==> src/rtl/blk_mem_gen.sv <==
`default_nettype none
// +----------------------------------------------------------------------------+
// | Module      : blk_mem_gen                                                  |
// | Description : Asymmetric simple-dual-port synchronous RAM. Narrow write    |
// |               port A (WIDTH_A bits) and wide read port B (WIDTH_A*RATIO    |
// |               bits, little-endian packing), one clock domain, read-first  |
// |               on same-edge collisions.                                     |
// |               Optional macro BLK_MEM_GEN_OUT_REG_EN adds a second port-B   |
// |               output register (read latency 2 instead of 1).             |
// | Revision    : 1.0 - initial release                                        |
// +----------------------------------------------------------------------------+
module blk_mem_gen #(
  parameter int WIDTH_A = 16,
  parameter int DEPTH_A = 4,
  parameter int RATIO   = 2,
  localparam int RATIO_LOG2 = $clog2(RATIO),
  localparam int ADDRA_W    = (DEPTH_A > 1) ? $clog2(DEPTH_A) : 1,
  localparam int ADDRB_W    = ((ADDRA_W - RATIO_LOG2) >= 1) ? (ADDRA_W - RATIO_LOG2) : 1,
  localparam int WIDTH_B    = WIDTH_A * RATIO
) (
  input  logic               clka,
  input  logic               clkb,
  input  logic               rsta,
  input  logic               ena,
  input  logic               wea,
  input  logic [ADDRA_W-1:0] addra,
  input  logic [WIDTH_A-1:0] dina,
  input  logic               enb,
  input  logic [ADDRB_W-1:0] addrb,
  output logic [WIDTH_B-1:0] doutb
);

  // Index width with one spare bit so out-of-range read words can be detected.
  localparam int IDX_W = ADDRB_W + RATIO_LOG2 + 1;

  // clkb exists only for port compatibility; everything runs on clka.
  logic unused_clkb;
  assign unused_clkb = clkb;

  // Storage, zero at configuration; reset deliberately does not touch it.
  logic [WIDTH_A-1:0] mem [DEPTH_A] = '{default: '0};

  logic [WIDTH_B-1:0] rd_word;
  logic [WIDTH_B-1:0] dout_s1;
  logic               wr_in_range;

  assign wr_in_range = ({1'b0, addra} < (ADDRA_W + 1)'(DEPTH_A));

  // Port A write; only a definite ena=1/wea=1 writes, out-of-range words are dropped.
  always_ff @(posedge clka) begin
    if (ena && wea && wr_in_range) begin
      mem[addra] <= dina;
    end
  end

  // Gather RATIO consecutive narrow words into the wide read word, lowest word in the LSBs.
  for (genvar k = 0; k < RATIO; k++) begin : g_pack
    logic [IDX_W-1:0] idx;
    assign idx = IDX_W'(addrb) * IDX_W'(RATIO) + IDX_W'(k);
    assign rd_word[k*WIDTH_A +: WIDTH_A] =
      (idx < IDX_W'(DEPTH_A)) ? mem[idx[ADDRA_W-1:0]] : '0;
  end

  // First output stage: sampled pre-write contents give read-first collision behaviour.
  always_ff @(posedge clka) begin
    if (rsta) begin
      dout_s1 <= '0;
    end else if (enb) begin
      dout_s1 <= rd_word;
    end
  end

`ifdef BLK_MEM_GEN_OUT_REG_EN
  logic [WIDTH_B-1:0] dout_s2;

  // Second output stage advances together with the read enable.
  always_ff @(posedge clka) begin
    if (rsta) begin
      dout_s2 <= '0;
    end else if (enb) begin
      dout_s2 <= dout_s1;
    end
  end

  assign doutb = dout_s2;
`else
  assign doutb = dout_s1;
`endif

endmodule
`default_nettype wire

==> config.mk <==
export PLATFORM = sky130hd
export DESIGN_NAME = blk_mem_gen
export DESIGN_NICKNAME = d
export VERILOG_FILES = /design/src/rtl/blk_mem_gen.sv
export SDC_FILE = /design/constraint.sdc
export NUM_CORES = 1
export LEC_CHECK = 0
export BUFFER_PORTS_ARGS = -buffer_cell sky130_fd_sc_hd__buf_2
export CAP_MARGIN = 40
export CORE_MARGIN = 2
export CORE_UTILIZATION = 30
export DETAILED_ROUTE_END_ITERATION = 8
export GPL_ROUTABILITY_DRIVEN = 0
export PLACE_DENSITY = 0.48
export SETUP_SLACK_MARGIN = 0.02
export SYNTH_ARGS = -nofsm -noshare
export SYNTH_HDL_FRONTEND = slang
export SYNTH_SLANG_ARGS = --single-unit
export TNS_END_PERCENT = 20
==> constraint.sdc <==
create_clock -name clka -period 4.6 [get_ports clka]
set_clock_uncertainty 0.2 [all_clocks]
set_input_delay 0 -clock clka [delete_from_list [all_inputs] [get_ports clka]]
set_output_delay 0 -clock clka [all_outputs]
set_load 0.01 [all_outputs]
==> results of run 1 <==
path summary, 6_finish.rpt:
| check | from | endpoint | slack, ns |
|---|---|---|---|
| hold / removal | ena | mem[2][3] | 0.02 |
| setup reg to reg | mem[2][5] | doutb[5] | 3.60 |
| setup / recovery | addra[0] | mem[3][7] | 3.01 |
| hold reg to reg | doutb[17] | doutb[17] | 0.28 |
kinds of logic after synthesis:
group / share of synthesized area
flops: 0.756
simple gates: 0.0432
compound gates: 0.0709
mux: 0.0945
buf+inv: 0.0354
cell usage after synthesis:
library cell / instances
clkbuf_1: 6
buf_2: 3
nand2_1: 1
dfxtp_1: 32
buf_12: 3
nor3_1: 2
buf_6: 1
mux2i_1: 32
edfxtp_1: 64
buf_4: 1
inv_1: 1
nor2_1: 34
nand3_1: 1
a211oi_1: 32
final cells by class:
class	instances	area, sq um	share of cell area
Multi-Input combinational cell	102	722	0.167
Inverter	1	3.75	0.000870
Timing Repair Buffer	78	514	0.119
Clock buffer	10	250	0.0580
Clock inverter	6	88.8	0.0206
Sequential cell	96	2560	0.594
Tap cell	140	175	0.0406
stage by stage:
stage                     hold slack (ns)  total power, uW
after floorplan                    -0.127             1060
after global placement             0.0175             1100
after detailed placement           0.0221             1110
after CTS                          0.0224             1950
after global routing               0.0253             1990
final                              0.0198             1920
layer usage:
layer | wire (um) | up-vias
met5 | 0 | -
met4 | 121 | 0
met3 | 247 | 10
met2 | 3190 | 37
met1 | 2960 | 953
li1 | - | 953
worst max-delay path, stage by stage:
cell           delay [ns]
dlygate4sd3_1        0.52
buf_2                0.14
inv_1                0.07
nor2_2               0.47
buf_6                0.23
registers in the layout, indices dropped and copies added (netlist names):
signal and count:
mem 64, doutb 32
power groups by stage:
stage / combinational, uW / sequential, uW / clock (uW)
5_1_grt: 140 / 976 / 875
2_1_floorplan: 60.5 / 999 / 0
6_report: 127 / 972 / 821
4_1_cts: 130 / 972 / 845
3_5_place_dp: 118 / 991 / 0
3_3_place_gp: 114 / 990 / 0
what timing repair did:
item / CTS / global route
hold buffers: 17 / 0
hold endpoints to repair: 73 / 0
endpoints found under the setup margin: 0 / 0
==> metrics, run 1 <==
filler cell count approximately 1.0k; total clock buffers created by CTS 9; first-pass GRT wire length between 9000 and 10000 um; post-layout util 0.395; grt met1 use 0.146; First-pass DRT Iterations 4; R2R depth 2; leak pwr 0.00166 uW; Worst Tran Pin Value ~0.7 ns; status finished, final reports clean; Worst Setup Path Type input pin to flip-flop; post-place setup slack between 3 and 4 ns; Fin Setup TNS 0 ns; Die X-Extent between 100 and 150 um; DR iter-0 viols between 80 and 90; post-synth top area share 0.567; syn_area_per_cell 15.9 sq um; Skew-Pair Late Insertion Delay between 0.3 and 0.4 ns; CTS max path bufs 2; most common cell after layout, fill and taps aside edfxtp_1; DRT antenna net count 0; Slew Viols, Final 0; via count 1953; final instance area around 4300 sq um; Gate Count Post-Synth 213; Peak VDD IR approximately 0.14 mV; met2 Usage GRT 0.181; Layout Area Growth over Synthesis 27.4%; layout cells sized above 1 0.276; Initial Util 0.310; Post-DP HPWL between 3000 and 4000 um; f_max ~0.63 GHz; Worst Path Max Fanout 9; Worst-path clk slew around 0.07 ns; placed cells 400; Post-Place Cell Area between 3000 and 4000 sq um; Sw Ratio 0.206; initial antenna violation count 0; sequential group share of total power 0.506; Pwr per Cell Area 445 nW/um^2; vias in the first global route roughly 1.8k; crit end category flip-flop; GR Util met3 0.0253; post-DR wirelength/cell about 15 um; largest net degree at the start of global routing 65; total global routing overflow 0; setup ws final ~3.0 ns; top post-synthesis cells by area edfxtp_1 (57%), dfxtp_1 (19%), mux2i_1 (9.4%); filler-free cell count of the finished design 433; Die Footprint 12200 sq um; period utilization 0.346; WP data arrival around 1.4 ns; final worst path period need roughly 1.6 ns; Vias/cell between 4 and 5; PostCTS Resize Cnt 0; die height 110 um; WHS Path Cells 3; RSZ-0062 raised after global routing false; I/O pin cnt between 50 and 60; most frequent cells in the layout edfxtp_1 (64), buf_2 (55); busiest grt layer met2; sequential share of the synthesized area 0.756; Final Hold Viols 0; dominant cell type by area after synthesis edfxtp_1; Crit path required time between 4 and 5 ns; DRC viols 0; GRT Overall Usage 0.115; H-tree levels 3; #FFs+latches synth 96; Clock Power Share 0.428; Clk Tree Root Cell clkbuf_16; antenna cells 0; Core ar. roughly 11000 sq um; port bufs 55; post-synthesis cell type count 14; Slew Limit Headroom 0.532; hold crit path type input pin to flip-flop; NumNets Final around 310; CP Launch Type input pin; Net Count, Synth 238; postcts setup bufs 0; combinational fraction of design power 0.066; max_cap viols 0; # rows 38; Sw Pwr approximately 400 uW; clk sinks between 90 and 100; cell-internal power 1520 uW; CTS tree done; Warnings, synthesis 0; Post-Route WL roughly 6500 um; final setup fails 0; Syn Std Cell Area between 3000 and 4000 sq um
Note: power is estimated with default switching activity, not from simulation.
==> run 2: changes to the inputs <==
- PLACE_DENSITY: 0.48 -> 0.5
- clock period: 4.6 -> 1.28 ns (I/O delays scaled with it)
==> run 2 against run 1 <==
Highest routed layer unchanged. Combinational power rose to 3.9 times the previous value. Sequential share of layout area fell by 1.4 points. Largest power group unchanged. Critical path depth did not move. Critical path type unchanged. The run now ends with hold timing left.
==> metrics, run 2 (synthesis gave the netlist of run 1 again) <==
status finished, violations left; failing checks hold timing; # rows 38 (unchanged); die height 110 um (unchanged); I/O pin cnt 57 (unchanged); largest net degree at the start of global routing 43 (-34%); NumNets Final 317 (+1.3%); buffers and inverters on the worst path 3 (-1); Skew-Pair Late Insertion Delay 0.33 ns (about the same); postcts setup bufs 0 (unchanged); number of flip-flops in the largest register 64 (unchanged); Peak VDD IR 0.828 mV (+480%); WP data arrival 1.19 ns (-0.25 ns); DRT antenna net count 0 (unchanged); crit end category flip-flop; total global routing overflow 0 (unchanged); Slew Viols, Final 0 (unchanged); post-layout util 0.404 (+0.00938); hold crit path type input pin to flip-flop; worst-path cell chain dlygate4sd3_1 > buf_4 > buf_6 > nor2_1 > a211oi_1; Final Hold Viols 19 (+19); Slew Limit Headroom 0.543 (+0.0105); total clock buffers created by CTS 9 (unchanged); f_max 0.871 GHz; hold_buf cts 17 (unchanged); first-pass GRT wire length 9900 um (-0.90%); most frequent cells in the layout edfxtp_1 (64), buf_2 (54); Pwr per Cell Area 1540 nW/um^2 (+250%); final instance area 4420 sq um (+2.4%); Post-DP HPWL 3870 um (-1.1%); port bufs 55 (unchanged); via count 1947 (-0.31%); Post-Place Cell Area 3890 sq um (+2.3%); CTS max path bufs 2 (unchanged); Reg2Reg Setup Slack 0.26 ns (-3.34 ns); hold_ws -0.0126 ns (-0.0324 ns); DRC viols 0 (unchanged); layout cells sized above 1 0.283 (+0.00638); period utilization 0.897; leak pwr 0.00171 uW (+2.7%); Critical Path Max Stage Delay 0.52 ns (about the same); DR iter-0 viols 51 (-39%); Worst-path clk slew 0.07 ns (about the same); Largest Register mem; Worst Path Max Fanout 18 (+9); First-pass DRT Iterations 4 (unchanged); Die Footprint 12200 sq um (unchanged); antenna cells 0 (unchanged); max_cap viols 0 (unchanged); filler cell count 1051 (+1.6%); Die X-Extent 110 um (unchanged); initial antenna violation count 0 (unchanged); Layout Area Growth over Synthesis 30.4%; CP Launch Type input pin; Core ar. 10900 sq um (unchanged); Crit path required time 1.32 ns (-3.13 ns); GRT Overall Usage 0.111 (-0.00396); final setup fails 0 (unchanged); final worst path period need 1.15 ns; Post-Route WL 6420 um (-1.5%); CTS tree done; register area 2560 sq um (unchanged); CP delay by family, top buffers and inverters; Multi-input gate area 734 sq um (+1.7%); Clk Tree Root Cell clkbuf_16; Vias/cell 4.46 (-1.2%); critical path's slowest cell dlygate4sd3_1; post-DR wirelength/cell 14.7 um (-2.4%); Worst Setup Path Type input pin to flip-flop; vias in the first global route 1897 (+3.6%); most common cell after layout, fill and taps aside edfxtp_1; Initial Util 0.310 (unchanged); RSZ-0062 raised after global routing false; Worst Tran Pin Value 0.686 ns (-0.0157 ns); clk sinks 96 (unchanged); H-tree levels 3 (unchanged)
run 2: changes by cell type in the layout (fill, tap and decap cells not counted), sizes merged:
cell	before	now
buf	61	64
clkbuf	10	12
inv	2	1
clkinv	1	2
clkinvlp	2	1
run 2: worst min-delay path, cell delays in order:
cell and delay (ns):
buf_2 0.14, nor3_4 0.06, buf_12 0.15
run 2: report_power, final:
| part | leakage, uW | switching, uW | internal [uW] |
|---|---|---|---|
| Sequential | 0.000848 | 48.1 | 3440 |
| Clock | 0.000156 | 1080 | 1760 |
| Combinational | 0.000703 | 265 | 230 |
run 2: worst paths after layout:
kind | start | end | cells past startpoint
min | addra[0] | mem[0][15] | 3
max | enb | doutb[11] | 5
max reg2reg | mem[2][3] | doutb[3] | 2
min reg2reg | doutb[26] | doutb[26] | 2
run 2: metal layers:
layer / up-vias / wire (um) / track usage
met1: 934 / 2960 / 0.141
met5: - / 0 / 0
met3: 7 / 232 / 0.0306
li1: 968 / - / -
met2: 38 / 3120 / 0.178
met4: 0 / 107 / 0.0509
run 2: layout make-up:
type	instances	share of cell area
tap	140	0.0396
multi-input combinational	102	0.166
inverter	1	0.000849
sequential	96	0.580
clock inverter	5	0.0184
timing repair buffer	82	0.140
clock buffer	11	0.0549
run 2: stage by stage:
step	worst slack (ns)	power, uW	hold WS, ns	setup TNS [ns]	cells
5_1_grt	0.0328	7100	-0.00979	0	437
6_report	0.132	6830	-0.0126	0	437
3_3_place_gp	0.157	4000	0.0164	0	403
3_5_place_dp	0.157	4010	0.0245	0	403
4_1_cts	0.0737	6900	-0.0237	0	436
2_1_floorplan	-0.0969	3810	-0.127	-4.25	213
run 2: timing repair:
item,CTS,global route
setup endpoints to repair,0,12
gates resized for setup,0,3
hold endpoints to repair,112,11
==> run 3: changes to the inputs <==
- clock period: 1.28 -> 0.95 ns (I/O delays scaled with it)
==> run 3 against run 2 <==
The run ends with hold timing, setup timing left. Non-clock buffer count fell by 2. Routed wire length shrank 4.4%. Sequential cell count is the same. Register-to-register slack lost 0.34 ns. Critical path depth decreased by 3. Global-route usage down 0.26 points. Utilization rose by 1.9 points.
==> metrics, run 3 (synthesis gave the netlist of run 1 again) <==
period utilization 1.09; Pwr per Cell Area 1950 nW/um^2 (+26%); RR Endpoint doutb[31]; total global routing overflow 0 (unchanged); Post-Route WL 6140 um (-4.4%); number of flip-flops in the largest register 64 (unchanged); Die X-Extent 110 um (unchanged); Post-Place Cell Area 3930 sq um (+0.90%); min-delay src enb; First-pass DRT Iterations 4 (unchanged); GRT Overall Usage 0.109 (-0.00265); CP Launch Type flip-flop; Reg2Reg Setup Slack -0.08 ns (-0.34 ns); Final Hold Viols 50 (+31); CTS max path bufs 2 (unchanged); hold_ws -0.0867 ns (-0.0741 ns); post-DR wirelength/cell 14.1 um (-4.0%); via count 1906 (-2.1%); Layout Area Growth over Synthesis 36.6%; leak pwr 0.00173 uW (+1.2%); Vias/cell 4.38 (-1.7%); Peak VDD IR 0.976 mV (+18%); Worst-path clk slew 0.06 ns (about the same); total clock buffers created by CTS 9 (unchanged); worst r2r src mem[3][15]; status finished, violations left; Core ar. 10900 sq um (unchanged); DRT antenna net count 0 (unchanged); DRC viols 0 (unchanged); most frequent cells in the layout edfxtp_1 (64), nor2_1 (32), dfxtp_2 (32), buf_6 (32), a211oi_1 (31); crit end category flip-flop; Post-DP HPWL 3910 um (+0.98%); Worst Path Max Fanout 1 (-17); R2R depth 2 (unchanged); most common cell after layout, fill and taps aside edfxtp_1; WP data arrival 1.01 ns (-0.18 ns); final instance area 4630 sq um (+4.8%); port bufs 55 (unchanged); filler-free cell count of the finished design 435 (-0.46%); H-tree levels 3 (unchanged); Slew Limit Headroom 0.571 (+0.0280); antenna cells 0 (unchanged); WHS Path Cells 3 (unchanged); max_cap viols 0 (unchanged); largest net degree at the start of global routing 33 (-23%); Initial Util 0.310 (unchanged); postcts setup bufs 0 (unchanged); Crit path required time 0.93 ns (-0.39 ns); Skew-Pair Late Insertion Delay 0.33 ns (about the same); DR iter-0 viols 62 (+22%); first-pass GRT wire length 9730 um (-1.7%); Clk Tree Root Cell clkbuf_16; final setup fails 48 (+48); placed cells 403 (unchanged); Die Footprint 12200 sq um (unchanged); NumNets Final 315 (-0.63%); I/O pin cnt 57 (unchanged); filler cell count 978 (-6.9%); clk sinks 96 (unchanged); CTS tree done; Worst Tran Pin Value 0.644 ns (-0.0420 ns); hold endpoint doutb[6]; Worst Setup Path Type flip-flop to flip-flop; final worst path period need 1.03 ns; post-place setup slack -0.225 ns (-0.381 ns); vias in the first global route 1857 (-2.1%); Largest Register mem; f_max 0.970 GHz; die height 110 um (unchanged); failing checks hold timing, setup timing; RSZ-0062 raised after global routing true; # rows 38 (unchanged); initial antenna violation count 0 (unchanged); layout cells sized above 1 0.397 (+0.114); Total Power 9020 uW (+32%); Fin Setup TNS -1.03 ns (-1.03 ns); hold crit path type input pin to flip-flop; Slew Viols, Final 0 (unchanged); setup ws final -0.0814 ns (-0.214 ns); hold_buf cts 16 (-1)
run 3: cell types whose count changed in the layout (fill, tap and decap cells not counted), moves of 31 or more:
cell / before / now
buf_6: 1 / 32
dfxtp_1: 32 / 0
dfxtp_2: 0 / 32
buf_2: 54 / 23
run 3: layout make-up:
| class | count | area (sq um) | area share |
|---|---|---|---|
| multi-input cells | 102 | 757 | 0.163 |
| clock inverters | 5 | 56.3 | 0.0122 |
| inverters | 1 | 3.75 | 0.000811 |
| clock buffers | 11 | 233 | 0.0503 |
| repair buffers | 80 | 803 | 0.173 |
| flip-flops and latches | 96 | 2600 | 0.562 |
| well taps | 140 | 175 | 0.0378 |
run 3: how the worst max path moves through the flow:
stage	start	end	slack (ns)	depth (start not counted)
after floorplan	addra[0]	mem[1][0]	-0.19	2
after global placement	addra[1]	mem[2][10]	-0.20	4
after detailed placement	addra[1]	mem[2][10]	-0.22	4
after CTS	mem[3][12]	doutb[28]	-0.09	2
after global routing	mem[3][15]	doutb[31]	-0.12	2
final	mem[3][15]	doutb[31]	-0.08	2
run 3: worst max-delay path, stage by stage (launching register included):
cell and delay (ns):
edfxtp_1 0.36, mux2i_1 0.21, a211oi_1 0.11
run 3: where the power goes:
part	total (uW)	switching (uW)	internal, uW
Combinational	766	355	412
Sequential	4740	83.5	4660
Clock	3510	1470	2040
run 3: per-layer routing:
metal / track usage / routed length, um / up-vias
li1: - / - / 956
met1: 0.139 / 2870 / 901
met2: 0.175 / 2940 / 44
met3: 0.0300 / 254 / 5
met4: 0.0455 / 77 / 0
met5: 0 / 0 / -
run 3: repair_timing:
action	4_1_cts	5_1_grt
setup endpoints to repair	56	64
pin swaps	20	12
gates resized for setup	64	3
hold endpoints to repair	124	48
run 3: metrics by stage:
| stage | util | hold slack, ns |
|---|---|---|
| floorplan | - | -0.127 |
| global placement | 0.359 | 0.0191 |
| detailed placement | 0.359 | 0.0187 |
| CTS | 0.422 | -0.0933 |
| global route | 0.423 | -0.0785 |
| finish | 0.423 | -0.0867 |
